==> config.mk <==
export PLATFORM = sky130hd
export DESIGN_NAME = rv_store_unit_flat
export DESIGN_NICKNAME = d
export VERILOG_FILES = /design/src/rtl/rv_pkg.sv /design/src/rtl/rv_store_unit_if.sv /design/src/rtl/rv_store_align.sv /design/src/rtl/rv_store_unit.sv /design/src/flat_wrapper.sv
export SDC_FILE = /design/constraint.sdc
export NUM_CORES = 1
export LEC_CHECK = 0
export ABC_CLOCK_PERIOD_IN_PS = 2200
export BUFFER_PORTS_ARGS = -buffer_cell sky130_fd_sc_hd__buf_2
export CAP_MARGIN = 20
export CORE_ASPECT_RATIO = 0.7
export CORE_MARGIN = 5
export CORE_UTILIZATION = 30
export DETAILED_ROUTE_END_ITERATION = 12
export PLACE_DENSITY = 0.61
export SLEW_MARGIN = 0
export SYNTH_ARGS = -nofsm -noshare
export SYNTH_HDL_FRONTEND = slang
export SYNTH_SLANG_ARGS = --single-unit
==> constraint.sdc <==
create_clock -name i_clk -period 2.2 [get_ports i_clk]
set_clock_uncertainty 0.05 [all_clocks]
set_input_delay 0.11 -clock i_clk [delete_from_list [all_inputs] [get_ports i_clk]]
set_output_delay 0.11 -clock i_clk [all_outputs]
set_load 0.005 [all_outputs]
==> src/rtl/rv_pkg.sv <==
// ----------------------------------------------------------------------------
// rv_pkg
// Shared definitions for the store path of the RISC-V core:
//   STORE_SB / STORE_SH / STORE_SW : store-width funct3 encodings
//   store_state_t                  : store unit FSM states (IDLE / REQ / RESP)
//   STORE_CNT_W                    : width of the response timeout counter
// ----------------------------------------------------------------------------
package rv_pkg;

  localparam logic [2:0] STORE_SB = 3'b000;
  localparam logic [2:0] STORE_SH = 3'b001;
  localparam logic [2:0] STORE_SW = 3'b010;

  localparam int unsigned STORE_CNT_W = 10;

  typedef enum logic [1:0] {
    IDLE = 2'b00,
    REQ  = 2'b01,
    RESP = 2'b10
  } store_state_t;

endpackage

==> src/rtl/rv_store_unit_if.sv <==
// ----------------------------------------------------------------------------
// rv_store_unit_if
// Data-memory write bus between the store unit (master) and memory (slave).
//   o_bus_valid  : write request from the store unit
//   i_bus_ready  : memory accepts the request
//   o_bus_addr   : word address [31:2]
//   o_bus_wdata  : lane-steered write data
//   o_bus_wstrb  : byte strobes
//   i_bus_ack    : write completed
// Signal names keep the store unit's point of view (o_ = driven by it).
// ----------------------------------------------------------------------------
interface rv_store_unit_if;

  logic        o_bus_valid;
  logic        i_bus_ready;
  logic [29:0] o_bus_addr;
  logic [31:0] o_bus_wdata;
  logic [3:0]  o_bus_wstrb;
  logic        i_bus_ack;

  modport master (
    output o_bus_valid,
    output o_bus_addr,
    output o_bus_wdata,
    output o_bus_wstrb,
    input  i_bus_ready,
    input  i_bus_ack
  );

  modport slave (
    input  o_bus_valid,
    input  o_bus_addr,
    input  o_bus_wdata,
    input  o_bus_wstrb,
    output i_bus_ready,
    output i_bus_ack
  );

endinterface

==> src/rtl/rv_store_align.sv <==
// ----------------------------------------------------------------------------
// rv_store_align
// Combinational byte-lane steering for stores.
//   i_addr_lo : addr[1:0] of the store
//   i_data    : store source register value
//   i_funct3  : store width (SB / SH / SW)
//   o_wdata   : data replicated onto every lane the width can occupy
//   o_wstrb   : byte strobes selecting the lanes actually written
//   o_illegal : request must not reach the bus
// Optional macro RV_STORE_MISALIGN_TRAP_EN: misaligned SH/SW become illegal;
// otherwise the ignored low address bits are simply dropped.
// ----------------------------------------------------------------------------
module rv_store_align
  import rv_pkg::*;
(
  input  logic [1:0]  i_addr_lo,
  input  logic [31:0] i_data,
  input  logic [2:0]  i_funct3,
  output logic [31:0] o_wdata,
  output logic [3:0]  o_wstrb,
  output logic        o_illegal
);

  // Lane data, strobes and legality for the requested width.
  always_comb begin
    o_wdata   = 32'h0000_0000;
    o_wstrb   = 4'b0000;
    o_illegal = 1'b0;
    case (i_funct3)
      STORE_SB: begin
        o_wdata = {4{i_data[7:0]}};
        o_wstrb = 4'b0001 << i_addr_lo;
      end
      STORE_SH: begin
        // addr[0] never affects the lanes: a halfword sits in the low or high half.
        o_wdata = {2{i_data[15:0]}};
        o_wstrb = 4'b0011 << {i_addr_lo[1], 1'b0};
`ifdef RV_STORE_MISALIGN_TRAP_EN
        o_illegal = i_addr_lo[0];
`else
        o_illegal = 1'b0;
`endif
      end
      STORE_SW: begin
        o_wdata = i_data;
        o_wstrb = 4'b1111;
`ifdef RV_STORE_MISALIGN_TRAP_EN
        o_illegal = (i_addr_lo != 2'b00);
`else
        o_illegal = 1'b0;
`endif
      end
      default: begin
        o_illegal = 1'b1;
      end
    endcase
  end

endmodule

==> src/rtl/rv_store_unit.sv <==
// ----------------------------------------------------------------------------
// rv_store_unit
// Store-side memory interface: accepts a store from the memory stage,
// registers the lane-steered data/strobes, runs the request/ack handshake on
// the data-memory bus and holds o_ready low until the store finishes.
//   i_clk, i_reset     : clock, synchronous active-high reset
//   i_valid / o_ready  : store request handshake (o_ready high only in IDLE)
//   i_addr, i_data     : byte address and source data
//   i_funct3           : store width
//   bus                : data-memory write bus (master side)
//   o_done / o_err     : one-cycle completion / error pulses
// Parameter TIMEOUT_CYCLES (1..1023): RESP cycles to wait for an ack.
// Optional macro RV_STORE_MISALIGN_TRAP_EN (see rv_store_align).
// ----------------------------------------------------------------------------
module rv_store_unit
  import rv_pkg::*;
#(
  parameter int unsigned TIMEOUT_CYCLES = 255
) (
  input  logic                  i_clk,
  input  logic                  i_reset,
  input  logic                  i_valid,
  output logic                  o_ready,
  input  logic [31:0]           i_addr,
  input  logic [31:0]           i_data,
  input  logic [2:0]            i_funct3,
  rv_store_unit_if.master       bus,
  output logic                  o_done,
  output logic                  o_err
);

  // Last counter value that may still wait; the next RESP cycle without an
  // ack would be cycle number TIMEOUT_CYCLES + 1.
  localparam logic [STORE_CNT_W-1:0] TMO_LAST = STORE_CNT_W'(TIMEOUT_CYCLES - 1);
  localparam logic [STORE_CNT_W-1:0] CNT_MAX  = {STORE_CNT_W{1'b1}};

  store_state_t            state_q, state_d;
  logic                    bus_valid_q, bus_valid_d;
  logic [29:0]             bus_addr_q, bus_addr_d;
  logic [31:0]             bus_wdata_q, bus_wdata_d;
  logic [3:0]              bus_wstrb_q, bus_wstrb_d;
  logic                    done_q, done_d;
  logic                    err_q, err_d;
  logic [STORE_CNT_W-1:0]  cnt_q, cnt_d;

  logic [31:0]             lane_wdata;
  logic [3:0]              lane_wstrb;
  logic                    lane_illegal;

  rv_store_align u_align (
    .i_addr_lo (i_addr[1:0]),
    .i_data    (i_data),
    .i_funct3  (i_funct3),
    .o_wdata   (lane_wdata),
    .o_wstrb   (lane_wstrb),
    .o_illegal (lane_illegal)
  );

  // Next-state and registered-output decode.
  always_comb begin
    state_d     = state_q;
    bus_valid_d = bus_valid_q;
    bus_addr_d  = bus_addr_q;
    bus_wdata_d = bus_wdata_q;
    bus_wstrb_d = bus_wstrb_q;
    done_d      = 1'b0;
    err_d       = 1'b0;
    cnt_d       = cnt_q;
    case (state_q)
      IDLE: begin
        if (i_valid) begin
          if (lane_illegal) begin
            err_d = 1'b1;
          end else begin
            state_d     = REQ;
            bus_valid_d = 1'b1;
            bus_addr_d  = i_addr[31:2];
            bus_wdata_d = lane_wdata;
            bus_wstrb_d = lane_wstrb;
          end
        end else begin
          state_d = IDLE;
        end
      end
      REQ: begin
        if (bus.i_bus_ready) begin
          state_d     = RESP;
          bus_valid_d = 1'b0;
          cnt_d       = {STORE_CNT_W{1'b0}};
        end else begin
          state_d = REQ;
        end
      end
      RESP: begin
        if (bus.i_bus_ack) begin
          state_d = IDLE;
          done_d  = 1'b1;
        end else if (cnt_q >= TMO_LAST) begin
          state_d = IDLE;
          err_d   = 1'b1;
        end else if (cnt_q != CNT_MAX) begin
          cnt_d = cnt_q + {{(STORE_CNT_W-1){1'b0}}, 1'b1};
        end else begin
          cnt_d = cnt_q;
        end
      end
      default: begin
        state_d     = IDLE;
        bus_valid_d = 1'b0;
      end
    endcase
  end

  // State, bus output and pulse registers; reset overrides everything.
  always_ff @(posedge i_clk) begin
    if (i_reset) begin
      state_q     <= IDLE;
      bus_valid_q <= 1'b0;
      bus_addr_q  <= 30'h0000_0000;
      bus_wdata_q <= 32'h0000_0000;
      bus_wstrb_q <= 4'b0000;
      done_q      <= 1'b0;
      err_q       <= 1'b0;
      cnt_q       <= {STORE_CNT_W{1'b0}};
    end else begin
      state_q     <= state_d;
      bus_valid_q <= bus_valid_d;
      bus_addr_q  <= bus_addr_d;
      bus_wdata_q <= bus_wdata_d;
      bus_wstrb_q <= bus_wstrb_d;
      done_q      <= done_d;
      err_q       <= err_d;
      cnt_q       <= cnt_d;
    end
  end

  assign o_ready         = (state_q == IDLE);
  assign o_done          = done_q;
  assign o_err           = err_q;
  assign bus.o_bus_valid = bus_valid_q;
  assign bus.o_bus_addr  = bus_addr_q;
  assign bus.o_bus_wdata = bus_wdata_q;
  assign bus.o_bus_wstrb = bus_wstrb_q;

endmodule

==> src/flat_wrapper.sv <==
// flat-port wrapper written by rule: the top's interface ports become plain ports
module rv_store_unit_flat import rv_pkg::*;
#(
  parameter int unsigned TIMEOUT_CYCLES = 255
)
  (i_clk, i_reset, i_valid, o_ready, i_addr, i_data, i_funct3, o_done, o_err, bus_o_bus_valid, bus_o_bus_addr, bus_o_bus_wdata, bus_o_bus_wstrb, bus_i_bus_ready, bus_i_bus_ack);
  rv_store_unit_if bus_i ();
  input  logic i_clk;
  input  logic i_reset;
  input  logic i_valid;
  output logic o_ready;
  input  logic [31:0] i_addr;
  input  logic [31:0] i_data;
  input  logic [2:0] i_funct3;
  output logic o_done;
  output logic o_err;
  output wire logic [$bits(bus_i.o_bus_valid)-1:0] bus_o_bus_valid;
  output wire logic [$bits(bus_i.o_bus_addr)-1:0] bus_o_bus_addr;
  output wire logic [$bits(bus_i.o_bus_wdata)-1:0] bus_o_bus_wdata;
  output wire logic [$bits(bus_i.o_bus_wstrb)-1:0] bus_o_bus_wstrb;
  input wire logic [$bits(bus_i.i_bus_ready)-1:0] bus_i_bus_ready;
  input wire logic [$bits(bus_i.i_bus_ack)-1:0] bus_i_bus_ack;
  assign bus_o_bus_valid = bus_i.o_bus_valid;
  assign bus_o_bus_addr = bus_i.o_bus_addr;
  assign bus_o_bus_wdata = bus_i.o_bus_wdata;
  assign bus_o_bus_wstrb = bus_i.o_bus_wstrb;
  assign bus_i.i_bus_ready = bus_i_bus_ready;
  assign bus_i.i_bus_ack = bus_i_bus_ack;
  rv_store_unit #(.TIMEOUT_CYCLES(TIMEOUT_CYCLES)) u_core (.i_clk(i_clk), .i_reset(i_reset), .i_valid(i_valid), .o_ready(o_ready), .i_addr(i_addr), .i_data(i_data), .i_funct3(i_funct3), .bus(bus_i), .o_done(o_done), .o_err(o_err));
endmodule
; ---- Yosys cells after proc, flatten, opt, wreduce, memory -nomap -nowiden
; Index checks and enable logic that the tools add are counted.
[totals]
regBits = 81
output_inout_bits = 70
word_cells = 58
in_bits = 72
[classes]
shifts = 2
eq_ne = 13
add_sub_neg = 1
n_reduce_logical = 9
order_cmp = 1
bitwise = 1
mux = 23
[op_table]
columns = op, count
row1 = $pmux 32 s3, 1
row2 = $mux 10, 4
row3 = $pmux 10 s2, 1
row4 = $pmux 4 s3, 1
row5 = $add 10x1->10 const B, 1
row6 = $ge 10x8->1 const B, 1
row7 = $mux 2, 5
row8 = $ne 10x10->1 const B, 1
row9 = $ne 2x2->1 const B, 5
row10 = $mux 1, 8
row11 = $pmux 2 s3, 1
row12 = $reduce_and 5->1, 1
row13 = $reduce_and 4->1, 1
row14 = $shl 1x2->4 const A, 1
row15 = $shl 2x2->4 const A, 1
row16 = $eq 3x1->1 const B, 1
row17 = $eq 3x2->1 const B, 1
row18 = $logic_not 3->1, 1
row19 = $ne 3x2->1 const B, 1
row20 = $ne 3x3->1 const B, 1
row21 = $pmux 1 s3, 1
row22 = $reduce_and 3->1, 1
row23 = $reduce_or 3->1, 1
row24 = $eq 2x1->1 const B, 1
row25 = other kinds (8), 8

; ---- Depth between registers and ports, before layout
[logic_depth]
word_depth = 5
depth_mapped = 7
mapped_depth_nobuf = 6

; ---- Modules after synthesis
; From an unflattened synthesis, not the netlist that was laid out.
[unflattened]
hier_cells = 468
hier_area_um2 = 3629.7
[modules_own_cells]
columns = module, instances, seq_area_each_um2, cells_per_inst, area_each_um2
row1 = rv_store_unit, 1, 1621.6, 370, 3017.9
row2 = rv_store_align, 1, 0.0, 98, 611.8

; ---- Worst setup path after synthesis
; No wires, ideal clock.
[synth_path]
path_kind = reg-to-reg
from = register u_core.cnt_q[0]
to = register u_core.cnt_q[6]
arrival_ns = 1.521
setup_time_ns = 0.070
path_buffers = 0
setup_slack_ns = 0.559
path_stages_with_launch = 7
t_required_ns = 2.080
period_less_slack_ns = 1.641
cell_sequence = dfxtp_1 inv_1 ha_1 o211ai_1 o211ai_2 or4_1 a21boi_1
[synth_between]
elab_chain_len = 5
word_cells_on_any_way = 10
cone_classes = add/sub (1) / order compare (1) / eq/ne (3) / mux (4) / reduce/logical (1)
[synth_rtl]
columns = item, line
row1 = from (decl), rv_store_unit.sv:44  ; logic [STORE_CNT_W-1:0] cnt_q, cnt_d;
row2 = from (signal assigned), rv_store_unit.sv:124  ; cnt_q <= {STORE_CNT_W{1'b0}};
row3 = from (signal assigned), rv_store_unit.sv:133  ; cnt_q <= cnt_d;
row4 = $add 10x1->10, rv_store_unit.sv:102  ; cnt_d = cnt_q + {{(STORE_CNT_W-1){1'b0}}, 1'b1};
row5 = $mux 10, rv_store_unit.sv:101  ; end else if (cnt_q != CNT_MAX) begin
row6 = $mux 10, rv_store_unit.sv:98  ; end else if (cnt_q >= TMO_LAST) begin
row7 = $mux 10, rv_store_unit.sv:95  ; if (bus.i_bus_ack) begin
row8 = $pmux 10 s2, rv_store_unit.sv:69  ; case (state_q)
; Several ways; a longest one is shown, not always the timed one. The select of a mux whose other input is x is not followed.
; A chain may end at the register's enable or synchronous reset.

; ---- Worst setup path after layout
; Same ends and word-level chain as after synthesis.

==> flow_summary.ini <==
[finish]
finish.utilization = 0.439
fin_area_sq_um = 4810
drive_above_1_share = 0.299
areaGrowthSynthToFinish_pct = 43.9
finalNetCount = 651
fillers = 1126

[clock_network]
clkTransAtPathRegs_ns = 0.06
cts_sinks = 81
cts_buffers = 9
clock_insertion_delay_worst_skew_ns = 0.33
cts_tree = done
h-tree-depth = 3
clockBufferDepth = 2
post_cts_buffers = 0
cts_resized = 0
root_buffer = clkbuf_16

[min_path]
min_from = i_data[2]
hold_path_class = input port to flop
holdPathEnd = u_core.bus.o_bus_wdata[2]$_SDFFE_PP0P_
holdPathStages = 3

[timing]
setup_ws_ns = 0.368
timing_hold_violations_final = 0
whs_ns = 0.0203
layout_min_cycle_time_ns = 1.83
slew_viol_final = 0
worst_pin_slew_ns = 0.499
fin_setup_tns_ns = 0
rsz0062_at_grt = no
final.period_utilization = 0.833
maxSlewHeadroom = 0.668
max_freq_mhz = 546
setup_viol = 0

[floorplanning]
ioPinCount = 142
die_h_um = 98.3
die_x_um = 136
rows = 32
dieArea_sq_um = 13400
core_sq_um = 11000
start_util = 0.305

[critical_path]
r2r-start = u_core.cnt_q[0]$_SDFFE_PP0P_
critPathKind = flop to flop
crit_path_start_kind = flop
critPathRequiredTime_ns = 2.41
r2r_cells = 6
endpoint_kind = flop
crit_fanout = 7
rrSetupSlack_ns = 0.37
worst_r2r_endpoint = u_core.cnt_q[6]$_SDFFE_PP0P_
cp.arrival_ns = 2.04

[synthesis]
synth.largest_area_cell = dfxtp_1
synth_fa_ha_area_frac = 0.00749
synth_top_family_by_area = simple AND/OR/NAND/NOR gates
yosysSeqAreaShare = 0.485
synth_seq_cells = 81
syn_nets = 484
ys.flop_type = dfxtp_1
synth-async-reset-ratio = 0
synth_cell_types = 41
syn-mean-instance-area_sq_um = 8.15
synth_xor_xnor_area_share = 0
synth-compound-area-share = 0.172
synth_common_cells = 93 x nand2_1, 81 x dfxtp_1, 60 x a21oi_1
ys_warn_count = 0
post_synth_instance_area_sq_um = 3340
synth_top_area_share = 0.485
synth.most_common_cell = nand2_1
synth_mux_area_frac = 0.0273
synth-simple-area-share = 0.263
syn_inst = 410
synth-edff-count = 0
yosys-top-cells-area = dfxtp_1 49%, nand2_1 10%, a21oi_1 9.0%, a211oi_1 3.6%, nor2_1 3.6%

[placed_design]
place_area_sq_um = 4220
dp_slack_ns = 0.390
gp_congestion = 0.855
io_buffers = 141
hpwl_um = 7730

[detailed_routing]
drtAntennaViolNets = 0
viasPerCell = 4.70
drc_errors = 0
finalWirelength_um = 10800
vias = 3462
wl_per_cell_um = 14.7
dr.first_iter.drc_count = 171
drtPass1Iterations = 4

[global_routing]
grt_max_degree = 36
grt_pass1_wl_um = 17400
antenna_found_initial = 0
grtUsageTotal = 0.162
grt.overflow.total = 0
grt_pass1_vias = 3407

[run]
maxCapViolCount = 0

[power]
leakagePower_nw = 2.12
vdd_ir_drop_max_mv = 0.346
p_per_area_nw_per_um2 = 693

[outcome]
outcome = completed
[worst max path at each step]
stage / from / to / cells past startpoint / slack, ns
3_5_place_dp: u_core.cnt_q[0]$_SDFFE_PP0P_ / u_core.cnt_q[6]$_SDFFE_PP0P_ / 6 / 0.39
5_1_grt: u_core.cnt_q[0]$_SDFFE_PP0P_ / u_core.cnt_q[6]$_SDFFE_PP0P_ / 6 / 0.29
4_1_cts: u_core.cnt_q[0]$_SDFFE_PP0P_ / u_core.cnt_q[6]$_SDFFE_PP0P_ / 6 / 0.38
2_1_floorplan: u_core.cnt_q[0]$_SDFFE_PP0P_ / u_core.cnt_q[6]$_SDFFE_PP0P_ / 6 / 0.56
6_report: u_core.cnt_q[0]$_SDFFE_PP0P_ / u_core.cnt_q[6]$_SDFFE_PP0P_ / 6 / 0.37
3_3_place_gp: u_core.cnt_q[0]$_SDFFE_PP0P_ / u_core.cnt_q[6]$_SDFFE_PP0P_ / 6 / 0.45
[registers in the layout (all words and copies together), names as in the netlist]
register,cells
u_core.bus.o_bus_wdata,32
u_core.bus.o_bus_addr,30
u_core.cnt_q,10
u_core.bus.o_bus_wstrb,4
u_core.state_q,2
u_core.bus.o_bus_valid,1
u_core.o_done,1
u_core.o_err,1
[timing repair]
item	in CTS	in global routing
endpoints found under the setup margin	0	0
hold endpoints to repair	32	0
hold buffers	32	0
[layout make-up]
type                       count  area, sq um  area share
multi-input combinational    297         1580       0.328
inverter                       3         11.3     0.00234
timing repair buffer         185         1140       0.237
sequential                    81         1620       0.337
clock inverter                 6         35.0     0.00728
tap                          153          191      0.0398
clock buffer                  10          229      0.0476
antenna                        1         2.50    0.000520
[routing by layer]
metal | track usage | share of wire | wire, um | vias up
met1 | 0.218 | 0.47 | 5120 | 1599
met5 | 0 | 0 | 0 | -
met2 | 0.255 | 0.44 | 4800 | 113
met4 | 0.0411 | 0.0044 | 48 | 0
met3 | 0.0489 | 0.077 | 833 | 2
li1 | - | - | - | 1748
[cell families after synthesis]
| logic type | count (synthesis) |
|---|---|
| compound gates | 96 |
| mux | 9 |
| fa+ha+maj | 2 |
| buf+inv | 32 |
| simple gates | 190 |
| flops | 81 |
[cells in the final DEF, fill, tap and decap left out, types with 4 or more instances in the layout]
cell type / instances
a211oi_1: 16
a21oi_1: 60
and2_1: 4
buf_2: 141
buf_4: 10
clkbuf_16: 9
clkinv_2: 4
dfxtp_1: 81
dlygate4sd3_1: 32
mux2i_1: 8
nand2_1: 93
nor2_1: 32
nor2b_1: 9
nor3_1: 20
or3_1: 8
[worst max-delay path, stage by stage (launching register included)]
cell      delay, ns
dfxtp_1        0.41
inv_1          0.07
ha_1           0.20
o211ai_1       0.23
o211ai_2       0.17
or4_1          0.50
a21boi_1       0.14
[through the flow]
step                total power, mW  instances
CTS                            3.39        735
finish                         3.34        736
detailed placement             1.99        687
floorplan                      1.79        410
global route                   3.50        735
global placement               1.98        687
[power by group]
part	switching, mW	total, mW	internal [mW]
Sequential	0.0330	1.56	1.53
Combinational	0.228	0.437	0.209
Clock	0.582	1.34	0.756
(Power assumes the default switching activity.)
